===== config.mk =====
export PLATFORM = sky130hd
export DESIGN_NAME = resp_uart_tx
export DESIGN_NICKNAME = d
export VERILOG_FILES = /design/src/rtl/resp_uart_pkg.sv /design/src/rtl/uart_tx_byte.sv /design/src/rtl/resp_uart_tx.sv
export SDC_FILE = /design/constraint.sdc
export NUM_CORES = 1
export LEC_CHECK = 0
export CAP_MARGIN = 10
export CORE_ASPECT_RATIO = 1.1
export CORE_MARGIN = 2
export CORE_UTILIZATION = 45
export CTS_BUF_LIST = sky130_fd_sc_hd__clkbuf_2
export DETAILED_ROUTE_END_ITERATION = 8
export PLACE_DENSITY_LB_ADDON = 0.2
export SLEW_MARGIN = 20
export SYNTH_ARGS = -nofsm -noshare
export SYNTH_HDL_FRONTEND = slang
export SYNTH_SLANG_ARGS = --single-unit

===== constraint.sdc =====
create_clock -name clk -period 2.4 [get_ports clk]
set_input_delay 0.36 -clock clk [delete_from_list [all_inputs] [get_ports clk]]
set_output_delay 0.36 -clock clk [all_outputs]
set_load 0.05 [all_outputs]

===== src/rtl/resp_uart_pkg.sv =====
`default_nettype none
// ============================================================================
// Module      : resp_uart_pkg
// Description : Shared types and constants for the response-buffer UART
//               transmitter. It holds the serializer state encoding and the
//               frame/buffer geometry.
// Revision    : 1.0 - initial release
// ============================================================================
package resp_uart_pkg;

    // Serializer phases of one 8N1 frame
    typedef enum logic [1:0] {
        ST_IDLE  = 2'd0,
        ST_START = 2'd1,
        ST_DATA  = 2'd2,
        ST_STOP  = 2'd3
    } state_e;

    localparam int FRAME_BITS = 10;   // start + 8 data + stop
    localparam int DATA_BITS  = 8;
    localparam int BUF_BYTES  = 16;   // only the low half of the 256-bit buffer

endpackage : resp_uart_pkg
`default_nettype wire


===== src/rtl/uart_tx_byte.sv =====
`default_nettype none
// ============================================================================
// Module      : uart_tx_byte
// Description : Single-byte 8N1 serializer, LSB first. A start request in
//               IDLE, or in the final cycle of STOP, loads byte_i and begins
//               the start bit on the next edge. This allows frames to be
//               chained with no idle gap.
// Ports       : clk, rst          - clock, synchronous active-high reset
//               start_i, byte_i   - load request and byte to send
//               tx_o              - registered serial output, idles high
//               frame_done_o      - high in the last cycle of the stop bit
// Revision    : 1.0 - initial release
// ============================================================================
module uart_tx_byte
    import resp_uart_pkg::*;
#(
    parameter int CLKS_PER_BIT = 104
) (
    input  logic                 clk,
    input  logic                 rst,
    input  logic                 start_i,
    input  logic [DATA_BITS-1:0] byte_i,
    output logic                 tx_o,
    output logic                 frame_done_o
);

    localparam int             TW         = (CLKS_PER_BIT > 1) ? $clog2(CLKS_PER_BIT) : 1;
    localparam logic [TW-1:0]  C_TICK     = TW'(CLKS_PER_BIT - 1);
    localparam logic [2:0]     C_LAST_BIT = 3'(DATA_BITS - 1);

    state_e                 state_q, state_d;
    logic [TW-1:0]          timer_q, timer_d;
    logic [2:0]             bit_q, bit_d;
    logic [DATA_BITS-1:0]   shreg_q, shreg_d;
    logic                   tx_q, tx_d;
    logic                   w_tick;

    assign w_tick = (timer_q == C_TICK);
    assign tx_o   = tx_q;

    always_comb begin
        state_d      = state_q;
        timer_d      = timer_q;
        bit_d        = bit_q;
        shreg_d      = shreg_q;
        tx_d         = tx_q;
        frame_done_o = 1'b0;

        // Bit timer free-runs 0..CLKS_PER_BIT-1 while a frame is in flight
        if (state_q != ST_IDLE) begin
            timer_d = w_tick ? '0 : timer_q + TW'(1);
        end

        case (state_q)
            ST_IDLE: begin
                timer_d = '0;
                tx_d    = 1'b1;
                if (start_i) begin
                    state_d = ST_START;
                    tx_d    = 1'b0;
                    shreg_d = byte_i;
                end
            end
            ST_START: begin
                if (w_tick) begin
                    state_d = ST_DATA;
                    bit_d   = '0;
                    tx_d    = shreg_q[0];
                    shreg_d = shreg_q >> 1;
                end
            end
            ST_DATA: begin
                if (w_tick) begin
                    if (bit_q == C_LAST_BIT) begin
                        state_d = ST_STOP;
                        tx_d    = 1'b1;
                    end else begin
                        bit_d   = bit_q + 3'd1;
                        tx_d    = shreg_q[0];
                        shreg_d = shreg_q >> 1;
                    end
                end
            end
            ST_STOP: begin
                if (w_tick) begin
                    frame_done_o = 1'b1;
                    if (start_i) begin
                        // Chain straight into the next frame's start bit
                        state_d = ST_START;
                        tx_d    = 1'b0;
                        shreg_d = byte_i;
                    end else begin
                        state_d = ST_IDLE;
                    end
                end
            end
            default: state_d = ST_IDLE;
        endcase
    end

    always_ff @(posedge clk) begin
        if (rst) begin
            state_q <= ST_IDLE;
            timer_q <= '0;
            bit_q   <= '0;
            shreg_q <= '0;
            tx_q    <= 1'b1;
        end else begin
            state_q <= state_d;
            timer_q <= timer_d;
            bit_q   <= bit_d;
            shreg_q <= shreg_d;
            tx_q    <= tx_d;
        end
    end

endmodule : uart_tx_byte
`default_nettype wire


===== src/rtl/resp_uart_tx.sv =====
`default_nettype none
// ============================================================================
// Module      : resp_uart_tx
// Description : Response-buffer UART transmitter. On a rising edge of in_rdy
//               while idle, it captures up to 16 bytes and a byte count. It
//               then sends the bytes back to back as 8N1 frames and signals
//               completion with a one-cycle done pulse.
// Ports       : clk, rst       - clock, synchronous active-high reset
//               in_data        - byte k on [8k+7:8k]; only bytes 0..15 are used
//               in_bytecount   - bytes to send minus one
//               in_rdy         - request level; its rising edge starts a transfer
//               tx             - UART serial output, idles high
//               busy           - transfer in progress
//               done           - one-cycle pulse after the last stop bit
// Revision    : 1.0 - initial release
// ============================================================================
module resp_uart_tx
    import resp_uart_pkg::*;
#(
    parameter int CLKS_PER_BIT = 104
) (
    input  logic         clk,
    input  logic         rst,
    input  logic [255:0] in_data,
    input  logic [3:0]   in_bytecount,
    input  logic         in_rdy,
    output logic         tx,
    output logic         busy,
    output logic         done
);

    localparam int C_BUF_W = BUF_BYTES * DATA_BITS;

    logic [C_BUF_W-1:0]   data_q, data_d;
    logic [3:0]           count_q, count_d;
    logic [3:0]           byte_idx_q, byte_idx_d;
    logic                 busy_q, busy_d;
    logic                 done_q, done_d;
    logic                 start_q, start_d;
    logic                 rdy_q;

    logic                 w_start_cond;
    logic                 w_frame_done;
    logic                 w_last;
    logic                 w_ser_start;
    logic [3:0]           w_sel_idx;
    logic [DATA_BITS-1:0] w_ser_byte;
    logic                 w_unused_hi;

    // The upper half of the buffer is never transmitted
    assign w_unused_hi = ^in_data[255:C_BUF_W];

    // done_q gating keeps the earliest new start one cycle after the pulse
    assign w_start_cond = !busy_q && !done_q && in_rdy && !rdy_q;
    assign w_last       = (byte_idx_q == count_q);

    // The first byte is launched by start_q. Each later byte is offered while
    // the current stop bit ends, so the serializer chains frames seamlessly.
    assign w_ser_start  = start_q | (busy_q && w_frame_done && !w_last);
    assign w_sel_idx    = start_q ? byte_idx_q : byte_idx_q + 4'd1;
    assign w_ser_byte   = data_q[{w_sel_idx, 3'b000} +: DATA_BITS];

    assign busy = busy_q;
    assign done = done_q;

    always_comb begin
        data_d     = data_q;
        count_d    = count_q;
        byte_idx_d = byte_idx_q;
        busy_d     = busy_q;
        done_d     = 1'b0;
        start_d    = 1'b0;

        if (w_start_cond) begin
            data_d     = in_data[C_BUF_W-1:0];
            count_d    = in_bytecount;
            byte_idx_d = '0;
            busy_d     = 1'b1;
            start_d    = 1'b1;
        end else if (busy_q && w_frame_done) begin
            if (w_last) begin
                busy_d = 1'b0;
                done_d = 1'b1;
            end else begin
                byte_idx_d = byte_idx_q + 4'd1;
            end
        end
    end

    always_ff @(posedge clk) begin
        if (rst) begin
            data_q     <= '0;
            count_q    <= '0;
            byte_idx_q <= '0;
            busy_q     <= 1'b0;
            done_q     <= 1'b0;
            start_q    <= 1'b0;
            // Reset high so a level already present at release is not an edge
            rdy_q      <= 1'b1;
        end else begin
            data_q     <= data_d;
            count_q    <= count_d;
            byte_idx_q <= byte_idx_d;
            busy_q     <= busy_d;
            done_q     <= done_d;
            start_q    <= start_d;
            rdy_q      <= in_rdy;
        end
    end

    uart_tx_byte #(
        .CLKS_PER_BIT (CLKS_PER_BIT)
    ) u_ser (
        .clk          (clk),
        .rst          (rst),
        .start_i      (w_ser_start),
        .byte_i       (w_ser_byte),
        .tx_o         (tx),
        .frame_done_o (w_frame_done)
    );

endmodule : resp_uart_tx
`default_nettype wire


== Word-level counts from Yosys, hierarchy flattened ==
Index checks and enable logic that the tools add are counted.

* Flip-flop bits (word level): 161
* Bits of input ports: 263
* Output and inout bits: 3

* $add $sub $neg: 3
* Equal/unequal tests: 13
* Shift-type cells: 1
* Multiplexer cells: 33
* Bitwise operators: 3
* Reduce and logical (&&, ||, !) cells: 23

{| class="wikitable"
|+ Operators with widths
! kind !! number
|-
| $shiftx A128 B8 Y8 || 1
|-
| $mux W8 || 5
|-
| $pmux W8 S4 || 1
|-
| $mux W1 || 14
|-
| $ne A2 B1 Y1 const B || 6
|-
| $reduce_and A4 Y1 || 3
|-
| $mux W2 || 5
|-
| $mux W3 || 3
|-
| $pmux W2 S4 || 1
|-
| $reduce_bool A2 Y1 || 4
|-
| $add A7 B1 Y7 const B || 1
|-
| $eq A7 B7 Y1 const B || 1
|-
| $mux W7 || 1
|-
| $pmux W3 S2 || 1
|-
| $logic_and A1 B1 Y1 || 5
|-
| $reduce_and A5 Y1 || 1
|-
| $add A4 B1 Y4 const B || 1
|-
| $eq A2 B2 Y1 const B || 2
|-
| $eq A4 B4 Y1 || 1
|-
| $logic_not A1 Y1 || 4
|-
| $mux W4 || 1
|-
| $pmux W1 S4 || 1
|-
| $reduce_and A2 Y1 || 2
|-
| $reduce_or A2 Y1 || 2
|-
| 8 further kinds || 9
|}

== Logic depth before layout (Yosys ltp) ==
Gate-level depths: netlist (run 1).

* Depth after elaboration: 9
* Mapped depth: 10
* Mapped depth without buffers: 8

== Modules after synthesis ==
From an unflattened synthesis (run 1), not the netlist that was laid out.

* Cells, all modules: 685
* Area, all modules: 7268.2 sq um

{| class="wikitable"
|+ Modules (own cells, without submodules)
! module !! times used !! cells an instance !! area each (sq um) !! sequential area each (sq um)
|-
| resp_uart_tx || 1 || 566 || 6159.7 || 2802.7
|-
| uart_tx_byte || 1 || 119 || 1108.6 || 420.4
|}

== Worst setup path before layout (run 1) ==
OpenSTA, ideal clock, no wires.

* Path type: flip-flop to flip-flop
* From: reg byte_idx_q[0]
* To: reg u_ser.shreg_q[7]
* Setup time: 0.121 ns
* Arrival: 2.068 ns
* Slack: 0.211 ns
* Cell stages (with the launch flop): 9
* Period minus slack after synthesis: 2.189 ns
* Cells stage by stage: dfxtp_1 ha_1 buf_4 mux2i_1 mux4_1 nand2_1 a21oi_1 a211oi_1 o2bb2ai_1

* Cells in the longest elaborated chain, start to end: 7
* Elaborated cells on any way between the ends: 10
* Classes of those cells: 1 x add/sub; 1 x eq/ne; 1 x shift; 4 x mux; 1 x bitwise; 2 x reduce/logical

{| class="wikitable"
|+ RTL lines
! element !! RTL line !! text
|-
| from (decl) || resp_uart_tx.sv:36 || <nowiki>logic [3:0] byte_idx_q, byte_idx_d;</nowiki>
|-
| from (signal assigned) || resp_uart_tx.sv:103 || <nowiki>byte_idx_q <= byte_idx_d;</nowiki>
|-
| parallel branches: the longest is 4 deep, another holds $add A4 B1 Y4 || n/a ||
|-
| $mux W8 * || uart_tx_byte.sv:58, uart_tx_byte.sv:87 ||
|-
| $mux W8 || uart_tx_byte.sv:85 || <nowiki>if (w_tick) begin</nowiki>
|-
| $pmux W8 S4 * || uart_tx_byte.sv:54 || <nowiki>case (state_q)</nowiki>
|-
| to (signal assigned) || uart_tx_byte.sv:112 || <nowiki>shreg_q <= shreg_d;</nowiki>
|-
| to (decl) || uart_tx_byte.sv:34 || <nowiki>logic [DATA_BITS-1:0] shreg_q, shreg_d;</nowiki>
|}

Every way passes the cells marked *. The select of a mux whose other input is x is not followed.
A chain may end at the register's enable or synchronous reset.

== Final worst setup path (run 1) ==
* From: reg byte_idx_q[1]
* To: reg u_ser.shreg_q[1]

Same word-level chain as after synthesis.

==> qor_table.md, run 1 <==
| Group | Quantity | Reported |
|---|---|---|
| worst setup path | Setup slack on the worst flop-to-flop path | 120 ps |
| global route | Number of global-route vias before repair | 5,328 |
| sta | Setup repair after global routing missed its margin | no |
| synth | Simple-gate share of the synthesized area | 7.48% |
| worst setup path | Length in cells of the worst reg-to-reg path | 7 |
| place | IO buf count | 137 |
| power | Clock network fraction of total power | 26.6% |
| synth | Cell types occupying the most area after synthesis | sky130_fd_sc_hd__dfxtp_1 (48%), sky130_fd_sc_hd__a22o_1 (19%), sky130_fd_sc_hd__mux2i_1 (4.3%) |
| global route | Global routing met3 resource utilization | 6.31% |
| power | Combinational share of power | 14.4% |
| clock network | Sinks on Clock Net | 161 |
| global route | Met1 usage | 34.0% |
| floorplan | Initial Util | 46.2% |
| clock network | Number of H-tree levels | 4 |
| floorplan | Overall die height | 132 microns |
| worst setup path | Standard cell with the maximum stage delay on the critical path | sky130_fd_sc_hd__or3b_1 |
| synth | Main combinational cell family by area after synthesis | compound AO/OA/AOI/OAI gates |
| synth | Compound-Gate Fraction of Synth Area | 28.4% |
| synth | Number of flip-flops and latches in the synthesized netlist | 161 |
| min path | Path category of the worst min-delay check | in -> reg |
| sta | Worst slew margin | 65.9% |
| finish | Leading cell types in the layout, fill and taps excluded | sky130_fd_sc_hd__dfxtp_1 (161), sky130_fd_sc_hd__a22o_1 (144), sky130_fd_sc_hd__clkdlybuf4s50_1 (134) |
| finish | Final cell count without fillers | 942 |
| finish | Number of nets in the final layout | 1,007 |
| outcome | Status | finished clean |
| clock network | TritonCTS Buffers | 17 |
| power | IR drop worst, VDD | 0.318 mV |
| worst setup path | Critical path start-end classification | reg -> reg |
| sta | Total negative slack | 0 ps |
| detailed routing | Remaining design rule violation count | 0 |
| place | Last weighted congestion value of the routability-driven placer | 0.830 |
| min path | Terminating pin of the worst hold path | data_q[48] |
| detailed routing | Post-detailed-routing wire length | 18,300 microns |
| floorplan | Die area | 15,900 sq um |
| global route | Busiest metal layer after global routing | met1 |
| finish | Synth-to-layout area growth | 27.5% |
| global route | Remaining global-route overflow | 0 |
| detailed routing | Wire per inst | 19.4 microns |
| power | Leakage component of the power | 3.26 nW |
| floorplan | Number of top-level pins | 266 |
| power | Cell Pwr Density | 565 nW/um^2 |
| global route | Largest net degree at the start of global routing | 77 |
| sta | Setup-violating endpoint count in the final report | 0 |
| detailed routing | Ratio of routed vias to standard cells | 5.90 |
| power | Total Power | 0.00483 W |
| worst setup path | Setup crit end kind | flop |
| sta | Slew @ Worst Pin | 510 ps |
| synth | Yosys Warn Count | 0 |
| synth | Part of the Yosys area used for sequential elements | 48.1% |
| place | Detailed placer's ending HPWL | 12,800 microns |
| global route | Initial antenna violation count | 2 |
| worst setup path | Startpoint types | flop |
| finish | Fraction of layout instances using a drive strength above 1 | 10.8% |
| power | Internal Power | 0.00353 W |
| worst setup path | Endpoint of the most critical register-to-register path | u_ser.shreg_q[1] |
| worst setup path | Peak per-stage delay on the critical path | 420 ps |
| synth | Number of instances in the synthesized netlist | 612 |
| worst setup path | Data arrival time of the critical path | 2970 ps |
| sta | Share of the clock period used by the worst path | 95.0% |
| synth | Synth async-reset ratio | 0% |
| clock network | Clock tree root driver cell | sky130_fd_sc_hd__clkbuf_2 |
| power | Switching share of total power | 27.0% |
| clock network | Clock-pin slew of the registers on the worst-case setup and hold paths | 220 ps |
| synth | Dominant cell type by area after synthesis | sky130_fd_sc_hd__dfxtp_1 |
| power | Power share of the sequential group | 59.0% |
| global route | First-pass GRT wire length | 28,600 microns |
| worst setup path | Critical path fanouts, max | 10 |
| synth | Dominant synthesized flop cell | sky130_fd_sc_hd__dfxtp_1 |
| place | Pre-CTS setup slack | 64.0 ps |
| global route | Met2 Resource Use GR | 32.8% |
| min path | Origin of the worst min-delay path | in_data[48] |
| clock network | Clock insertion delay at the later pin of the skew report | 730 ps |
| job | Maximum Capacitance Violations | 0 |
| sta | Post-Route Skew | 27.8 ps |
| detailed routing | Total number of vias | 5,558 |
| finish | Most frequent standard cell in the layout excluding fill and tap cells | sky130_fd_sc_hd__dfxtp_1 |
| sta | Achievable clock frequency | 439 MHz |
| power | Net load switching power | 0.00130 W |
| min path | Worst hold path cell count | 2 |
| detailed routing | Antenna-violating nets left | 0 |
| worst setup path | Cells traversed along the worst timing path | ha_1 -> or3b_1 -> o21ai_4 -> buf_4 -> a22oi_1 -> a311oi_1 -> a221o_1 |
| detailed routing | Violation count after the first detailed-routing iteration | 604 |
| detailed routing | 1st-pass router iterations | 5 |
| floorplan | Site row count | 46 |
| synth | Arithmetic-cell share of the synthesized area counting full adders, half adders and majority gates | 1.49% |
| floorplan | Core outline area | 14,500 sq um |
| worst setup path | Required time at the worst-slack endpoint | 3090 ps |
| synth | Fraction of post-synthesis cell area in the top cell type by area | 48.1% |
| place | Post-placement cell count | 907 |
| synth | Syn_area_per_cell | 11.0 sq um |
| global route | All-layer global routing usage | 23.0% |
| synth | Syn Nets | 883 |
| floorplan | Horizontal die dimension | 120 microns |
| clock network | TritonCTS clock tree | built |
| synth | Number of enable-type register cells in the synthesized netlist | 0 |
| synth | Fraction of synthesized area in multiplexers | 8.19% |
| sta | Minimum period implied by the final worst setup slack | 2280 ps |
| synth | Post-synth design cell area | 6710 sq um |
| sta | Count of endpoints failing hold in the final timing report | 0 |
| sta | Worst setup margin | 120 ps |
| finish | Fill cell count | 1,275 |
| sta | Pins Over Slew Limit | 0 |
| synth | XOR/XNOR share of the synthesized area | 2.31% |
| synth | Number of unique standard cell types used by synthesis | 52 |
| worst setup path | Crit Reg-Reg Startpoint | byte_idx_q[1] |
| clock network | Deepest clock path buffer count | 2 |
==> timing repair <==
item                                    CTS  global route
setup buffers                             0             0
hold buffers                              0             0
resized for setup                         1            11
endpoints found under the setup margin    1             8
cloned                                    0             2
==> power groups by stage <==
stage                     sequential, W  combinational, W  clock (W)
after floorplan                 0.00291          0.000320          0
after global placement          0.00289          0.000671          0
after detailed placement        0.00290          0.000684          0
after CTS                       0.00285          0.000687    0.00132
after global routing            0.00286          0.000752    0.00144
final                           0.00285          0.000697    0.00129
==> cell type report <==
cell class	instances	area [sq um]	area share (%)
inverter	9	33.8	0.395
multi-input combinational	392	3280	38.4
tap	192	240	2.81
clock buffer	20	100	1.17
timing repair buffer	155	1580	18.4
clock inverter	11	91.3	1.07
antenna	2	5.00	0.0585
sequential	161	3220	37.7
==> cell usage after synthesis (all sizes together), types with 2 or more instances <==
master,instances
buf,22
mux2i,29
a21o,7
nor2b,3
a21oi,6
xnor2,10
dfxtp,161
nor3b,10
or2,3
mux4,10
xor2,6
a211oi,2
o2bb2ai,2
a22o,144
a221o,6
and2,3
a32oi,2
nand3b,2
and3,4
clkbuf,30
o21ai,10
nand3,15
nor2,22
ha,8
a311oi,6
nand2,17
mux2,2
o22ai,2
nor3,9
a221oi,3
inv,9
nand4,2
a22oi,32
==> state kept, by name (all words and copies together) (netlist names) <==
register / cells
byte_idx_q: 4
count_q: 4
u_ser.tx_o: 1
done: 1
busy: 1
u_ser.state_q: 2
u_ser.bit_q: 3
u_ser.shreg_q: 8
rdy_q: 1
start_q: 1
data_q: 128
u_ser.timer_q: 7
==> per-layer routing <==
layer | wire (microns) | vias up
li1 | - | 2640
met1 | 8880 | 2659
met2 | 7710 | 238
met3 | 1420 | 19
met4 | 225 | 2
met5 | 13 | -
==> worst max-delay path: cells and delay by family (launching register included) <==
kind            cells  cell delay (ps)
compound gates      4              850
simple gates        1              420
flops               1              380
fa+ha+maj           1              360
buf+inv             1              230
==> cell families after synthesis <==
kind of cell             Yosys count
multiplexers                      41
buffers and inverters             61
adder cells (fa/ha/maj)            8
XOR/XNOR                          16
flip-flops                       161
AO/OA/AOI/OAI                    229
AND/OR/NAND/NOR                   96
==> metrics by stage <==
step,area (sq um),utilization (%),hold slack (ps)
global route,8550,58.9,121
CTS,8470,58.4,137
finish,8550,59.0,209
detailed placement,8280,57.1,433
floorplan,6710,-,413
global placement,8280,57.1,428
==> worst max-delay path by stage <==
| stage | start | depth (start not counted) | end | slack [ps] |
|---|---|---|---|---|
| finish | byte_idx_q[1] | 7 | u_ser.shreg_q[1] | 120 |
| global route | byte_idx_q[1] | 7 | u_ser.shreg_q[3] | 5 |
| CTS | byte_idx_q[1] | 7 | u_ser.shreg_q[2] | 40 |
| detailed placement | byte_idx_q[1] | 7 | u_ser.shreg_q[2] | 60 |
| global placement | byte_idx_q[0] | 7 | u_ser.shreg_q[2] | 90 |
| floorplan | byte_idx_q[0] | 8 | u_ser.shreg_q[7] | 210 |
(Power assumes the default switching activity.)
==> inputs of run 2 (changes only) <==
MAX_ROUTING_LAYER = met4   (was default)
SLEW_MARGIN = 5   (was 20)
==> run 2 against run 1 <==
Effect of this change:
- sequential power barely moved
- final area up 0.35%
- cell count shrank 0.11%
- die area stayed put
- non-clock buffer count unchanged
- routed wire length up 0.35%
- critical path depth did not move
- flip-flop and latch count is the same
- clock power is 22% higher
- critical endpoint is now u_ser.shreg_q[4]
- largest cell class unchanged
- largest power group unchanged
- highest routed layer is now met4
==> qor_table.md, run 2 (synthesis results as in run 1) <==
| Group | Quantity | Reported |
|---|---|---|
| min path | Worst hold path cell count | 2 |
| detailed routing | Antenna-violating nets left | 0 |
| worst setup path | Critical path fanouts, max | 20 |
| sta | Slew @ Worst Pin | 520 ps |
| clock network | Deepest clock path buffer count | 2 |
| detailed routing | Total number of vias | 5,549 |
| detailed routing | Wire per inst | 19.5 microns |
| place | Last weighted congestion value of the routability-driven placer | 0.832 |
| clock network | Clock tree root driver cell | sky130_fd_sc_hd__clkbuf_2 |
| sta | Worst Hold Slack | 199 ps |
| sta | Count of endpoints failing hold in the final timing report | 0 |
| finish | Area of the multi-input gates | 3260 sq um |
| power | IR drop worst, VDD | 0.302 mV |
| worst setup path | Critical path start-end classification | reg -> reg |
| worst setup path | Startpoint types | flop |
| worst setup path | Standard cell with the maximum stage delay on the critical path | sky130_fd_sc_hd__mux2_4 |
| detailed routing | 1st-pass router iterations | 6 |
| sta | Share of the clock period used by the worst path | 95.8% |
| global route | Largest net degree at the start of global routing | 91 |
| worst setup path | Length in cells of the worst reg-to-reg path | 7 |
| finish | Leading cell types in the layout, fill and taps excluded | sky130_fd_sc_hd__dfxtp_1 (161), sky130_fd_sc_hd__a22o_1 (144), sky130_fd_sc_hd__clkdlybuf4s50_1 (135) |
| global route | Number of global-route vias before repair | 5,373 |
| floorplan | Initial Util | 46.2% |
| worst setup path | Cells traversed along the worst timing path | ha_1 -> nor2_2 -> mux2_4 -> a22o_1 -> nor3_1 -> a311oi_1 -> a221o_1 |
| detailed routing | Post-detailed-routing wire length | 18,300 microns |
| clock network | Number of H-tree levels | 4 |
| finish | Most frequent standard cell in the layout excluding fill and tap cells | sky130_fd_sc_hd__dfxtp_1 |
| outcome | Status | finished clean |
| sta | Worst slew margin | 65.2% |
| worst setup path | Setup crit end kind | flop |
| sta | Post-Route Skew | 37.5 ps |
| sta | Minimum period implied by the final worst setup slack | 2300 ps |
| clock network | Clock insertion delay at the later pin of the skew report | 730 ps |
| detailed routing | Remaining design rule violation count | 0 |
| floorplan | Site row count | 46 |
| job | Maximum Capacitance Violations | 0 |
| finish | Fill cell count | 1,276 |
| power | Leakage component of the power | 3.25 nW |
| global route | Initial antenna violation count | 3 |
| finish | Top register by number of flip-flops | data_q |
| detailed routing | Violation count after the first detailed-routing iteration | 536 |
| floorplan | Horizontal die dimension | 120 microns |
| min path | Origin of the worst min-delay path | in_data[53] |
| global route | All-layer global routing usage | 23.5% |
| power | Cell Pwr Density | 596 nW/um^2 |
| sta | Setup-violating endpoint count in the final report | 0 |
| sta | Pins Over Slew Limit | 0 |
| finish | Number of nets in the final layout | 1,006 |
| worst setup path | Count of buffering cells on the critical path with inverters included | 0 |
| worst setup path | Crit Reg-Reg Startpoint | byte_idx_q[0] |
| place | Detailed placer's ending HPWL | 12,900 microns |
| finish | Combined flip-flop and latch cell area | 3220 sq um |
| floorplan | Number of top-level pins | 266 |
| worst setup path | Worst path top cell family by delay | compound AO/OA/AOI/OAI gates |
| sta | Setup repair after global routing missed its margin | no |
| finish | Synth-to-layout area growth | 27.9% |
| detailed routing | Ratio of routed vias to standard cells | 5.90 |
| clock network | Sinks on Clock Net | 161 |
| floorplan | Core outline area | 14,500 sq um |
| worst setup path | Crit path depth | 7 |
| worst setup path | Required time at the worst-slack endpoint | 3070 ps |
| min path | Path category of the worst min-delay check | in -> reg |
| worst setup path | Data arrival time of the critical path | 2970 ps |
| global route | First-pass GRT wire length | 28,500 microns |
| floorplan | Die area | 15,900 sq um |
| finish | Max reg flops | 128 |
| finish | Top flop regs | data_q x128, u_ser.shreg_q x8, u_ser.timer_q x7 |
| global route | Remaining global-route overflow | 0 |
| sta | Total negative slack | 0 ps |
| clock network | TritonCTS clock tree | built |
| worst setup path | Startpoint of the most critical setup path | byte_idx_q[0] |
| worst setup path | Peak per-stage delay on the critical path | 390 ps |
| clock network | TritonCTS Buffers | 17 |
| floorplan | Overall die height | 132 microns |
| place | IO buf count | 137 |
| finish | Fraction of layout instances using a drive strength above 1 | 10.1% |
| sta | Achievable clock frequency | 435 MHz |
| clock network | Clock-pin slew of the registers on the worst-case setup and hold paths | 230 ps |
run 2: cell count changes in the layout (fill, tap and decap cells not counted), moves of 2 or more:
| cell | previous run | this run |
|---|---|---|
| sky130_fd_sc_hd__clkinv_2 | 5 | 3 |
| sky130_fd_sc_hd__bufinv_16 | 1 | 4 |
| sky130_fd_sc_hd__clkinv_1 | 1 | 3 |
| sky130_fd_sc_hd__clkbuf_2 | 20 | 17 |
run 2: metal layers:
metal / vias to the layer above / GRT usage (%) / wire length (microns)
li1: 2630 / - / -
met3: 17 / 6.14 / 1410
met1: 2691 / 33.3 / 8710
met4: 0 / 6.59 / 221
met5: - / - / 0
met2: 211 / 33.0 / 7970
run 2: where the power goes:
part | leakage [nW] | switching [W] | internal [W] | total, W
Clock | 0.148 | 0.000913 | 0.000658 | 0.00157
Combinational | 1.80 | 0.000324 | 0.000374 | 0.000697
Sequential | 1.31 | 0.0000659 | 0.00278 | 0.00285
Total | 3.25 | 0.00130 | 0.00381 | 0.00511
run 2: area by class of cell:
class | instances | share of cell area (%)
clock inverter | 13 | 1.98
sequential | 161 | 37.6
inverter | 9 | 0.394
multi-input combinational | 391 | 38.0
clock buffer | 17 | 0.991
timing repair buffer | 155 | 18.2
antenna | 3 | 0.0875
tap | 192 | 2.80
run 2: timing repair:
action,CTS,global route
hold buffers,0,0
gates cloned,0,1
endpoints found under the setup margin,1,7
setup buffers,0,0
resized for setup,1,8
run 2: final timing paths:
| path | to | slack, ps |
|---|---|---|
| min reg2reg | u_ser.timer_q[0] | 460 |
| min | data_q[53] | 200 |
| max | u_ser.shreg_q[4] | 100 |
| max reg2reg | u_ser.shreg_q[4] | 100 |
run 2: worst reg2reg max path: stages, from the launching register on:
cell and delay, ps:
sky130_fd_sc_hd__dfxtp_1 370, sky130_fd_sc_hd__ha_1 360, sky130_fd_sc_hd__nor2_2 270, sky130_fd_sc_hd__mux2_4 390, sky130_fd_sc_hd__a22o_1 240, sky130_fd_sc_hd__nor3_1 70
sky130_fd_sc_hd__a311oi_1 370, sky130_fd_sc_hd__a221o_1 190
run 2: metrics by stage:
stage	std cells	area (sq um)	power, W	utilization, %	worst slack, ps
after floorplan	612	6710	0.00323	-	211
after global placement	907	8270	0.00357	57.0	111
after detailed placement	907	8270	0.00358	57.0	56.4
after CTS	937	8530	0.00514	58.8	13.7
after global routing	941	8580	0.00532	59.2	7.24
final	941	8580	0.00511	59.2	102
==> inputs of run 3 (changes only) <==
CORE_UTILIZATION = 39   (was 45)
CTS_BUF_LIST = default   (was sky130_fd_sc_hd__clkbuf_2)
clock period = 2.1 ns   (was 2.4 ns; I/O delays follow)
==> run 3 against run 2 <==
Effect of this change:
- combinational power up 20%
- via count up 1.3%
- non-clock buffer count up 27
- final area rose by 9.5%
- sequential power is 14% higher
- routed wire length up 5.2%
- global-route usage is 1.5 points lower
- worst setup slack worse by 78 ps
- clock power is 99% higher
==> qor_table.md, run 3 (synthesis results as in run 1) <==
| Group | Quantity | Reported |
|---|---|---|
| finish | Synth-to-layout area growth | 40.1% |
| clock network | Deepest clock path buffer count | 2 |
| detailed routing | Violation count after the first detailed-routing iteration | 389 |
| global route | Initial antenna violation count | 4 |
| floorplan | Horizontal die dimension | 129 microns |
| clock network | Clock insertion delay at the later pin of the skew report | 430 ps |
| sta | Worst setup margin | 24.1 ps |
| place | Pre-CTS setup slack | -180 ps |
| global route | Largest net degree at the start of global routing | 69 |
| min path | Worst hold path cell count | 1 |
| worst setup path | Setup slack on the worst flop-to-flop path | 20 ps |
| detailed routing | Total number of vias | 5,623 |
| place | IO buf count | 137 |
| worst setup path | Setup crit end kind | flop |
| min path | Terminating pin of the worst hold path | u_ser.timer_q[0] |
| floorplan | Overall die height | 142 microns |
| clock network | Clock tree root driver cell | sky130_fd_sc_hd__clkbuf_16 |
| place | Detailed placer's ending HPWL | 13,700 microns |
| power | Leakage component of the power | 3.52 nW |
| sta | Pins Over Slew Limit | 0 |
| clock network | Sinks on Clock Net | 161 |
| min path | Origin of the worst min-delay path | u_ser.timer_q[0] |
| detailed routing | Antenna-violating nets left | 0 |
| floorplan | Initial Util | 39.6% |
| detailed routing | Remaining design rule violation count | 0 |
| sta | Slew @ Worst Pin | 492 ps |
| sta | Total negative slack | 0 ps |
| floorplan | Site row count | 50 |
| detailed routing | 1st-pass router iterations | 5 |
| clock network | Clock-pin slew of the registers on the worst-case setup and hold paths | 60 ps |
| finish | Fraction of layout instances using a drive strength above 1 | 18.0% |
| worst setup path | Length in cells of the worst reg-to-reg path | 8 |
| sta | Minimum period implied by the final worst setup slack | 2080 ps |
| sta | Setup repair after global routing missed its margin | yes |
| worst setup path | Critical path fanouts, max | 8 |
| place | Post-placement cell count | 976 |
| sta | Share of the clock period used by the worst path | 98.9% |
| finish | Number of nets in the final layout | 1,033 |
| detailed routing | Post-detailed-routing wire length | 19,300 microns |
| global route | All-layer global routing usage | 22.0% |
| global route | First-pass GRT wire length | 30,000 microns |
| sta | Post-Route Skew | 8.27 ps |
| worst setup path | Crit Reg-Reg Startpoint | byte_idx_q[0] |
| finish | Max reg flops | 128 |
| finish | Top register by number of flip-flops | data_q |
| power | Cell Pwr Density | 769 nW/um^2 |
| power | Total Power | 0.00722 W |
| place | Last weighted congestion value of the routability-driven placer | 0.829 |
| floorplan | Die area | 18,300 sq um |
| sta | Worst slew margin | 67.1% |
| clock network | TritonCTS Buffers | 17 |
| detailed routing | Ratio of routed vias to standard cells | 5.56 |
| worst setup path | Startpoint types | flop |
| worst setup path | Data arrival time of the critical path | 2390 ps |
| clock network | Number of setup buffers added after CTS | 0 |
| floorplan | Core outline area | 17,000 sq um |
| power | IR drop worst, VDD | 0.591 mV |
| min path | Path category of the worst min-delay check | reg -> reg |
| outcome | Status | finished clean |
| clock network | Hold-fix buffers, CTS | 0 |
| finish | Leading cell types in the layout, fill and taps excluded | sky130_fd_sc_hd__dfxtp_1 (159), sky130_fd_sc_hd__a22o_1 (144), sky130_fd_sc_hd__clkdlybuf4s50_1 (137) |
| sta | Count of endpoints failing hold in the final timing report | 0 |
| clock network | Number of H-tree levels | 4 |
| job | Maximum Capacitance Violations | 0 |
| finish | Final core occ | 55.4% |
| floorplan | Number of top-level pins | 266 |
| worst setup path | Required time at the worst-slack endpoint | 2420 ps |
| detailed routing | Wire per inst | 19.0 microns |
| finish | Top flop regs | data_q x128, u_ser.shreg_q x8, u_ser.timer_q x7 |
| finish | Final cell count without fillers | 1,012 |
| sta | Achievable clock frequency | 482 MHz |
| clock network | TritonCTS clock tree | built |
| sta | Setup-violating endpoint count in the final report | 0 |
| worst setup path | Endpoint of the most critical register-to-register path | u_ser.shreg_q[1] |
| global route | Remaining global-route overflow | 0 |
| global route | Number of global-route vias before repair | 5,460 |
| worst setup path | Critical path start-end classification | reg -> reg |
| finish | Most frequent standard cell in the layout excluding fill and tap cells | sky130_fd_sc_hd__dfxtp_1 |
run 3: cell types whose count changed in the layout (fill, tap and decap cells not counted), moves of 4 or more:
cell	previous run	this run
sky130_fd_sc_hd__clkbuf_16	0	17
sky130_fd_sc_hd__clkbuf_2	17	0
sky130_fd_sc_hd__a22oi_1	32	14
sky130_fd_sc_hd__buf_4	13	34
sky130_fd_sc_hd__nor3_2	1	6
sky130_fd_sc_hd__nor3_1	8	3
sky130_fd_sc_hd__a22oi_2	0	18
sky130_fd_sc_hd__clkbuf_1	0	4
run 3: timing repair:
item | CTS | global route
resized for setup | 19 | 28
endpoints found under the setup margin | 8 | 8
pin swaps | 7 | 14
gates cloned | 1 | 0
run 3: routing by layer:
metal	wire [microns]	part of all wire, %	up-vias	GRT usage, %
met1	9230	48	2685	31.1
li1	-	-	2688	-
met4	380	2.0	0	7.49
met5	0	0	-	-
met3	1390	7.2	27	5.13
met2	8260	43	223	30.8
run 3: area by class of cell:
type	instances	area, sq um
antenna	4	10.0
clock buffer	22	454
clock inverter	9	133
fill	1463	7560
inverter	9	33.8
multi-input combinational	391	3430
sequential	161	3230
tap	234	293
timing repair buffer	182	1810
run 3: how the worst max path moves through the flow:
stage	startpoint	end	slack (ps)	cells after the start
floorplan	byte_idx_q[0]	u_ser.shreg_q[5]	-10	9
detailed placement	byte_idx_q[0]	u_ser.shreg_q[7]	-180	8
finish	byte_idx_q[0]	u_ser.shreg_q[1]	20	8
global placement	byte_idx_q[0]	u_ser.shreg_q[7]	-180	8
global route	byte_idx_q[0]	u_ser.shreg_q[7]	-40	8
CTS	byte_idx_q[1]	u_ser.shreg_q[4]	-2	8
run 3: metrics by stage:
stage	hold WS, ps	cell area (sq um)
after floorplan	413	6720
after global placement	426	8580
after CTS	438	9260
after global routing	470	9400
final	440	9400
after detailed placement	430	8580
run 3: power breakdown:
group / internal [W] / switching [W]
clock: 0.00190 / 0.00124
sequential: 0.00317 / 0.0000827
combinational: 0.000458 / 0.000377
total: 0.00553 / 0.00170
run 3: worst max-delay path, cell delays in order (launching register included):
cell and delay, ps:
sky130_fd_sc_hd__dfxtp_2 340, sky130_fd_sc_hd__ha_4 310, sky130_fd_sc_hd__nor2_4 60, sky130_fd_sc_hd__mux2_4 350, sky130_fd_sc_hd__buf_12 160, sky130_fd_sc_hd__a22oi_2 130, sky130_fd_sc_hd__nand3_2 110, sky130_fd_sc_hd__a21o_1 200
sky130_fd_sc_hd__a221o_1 300
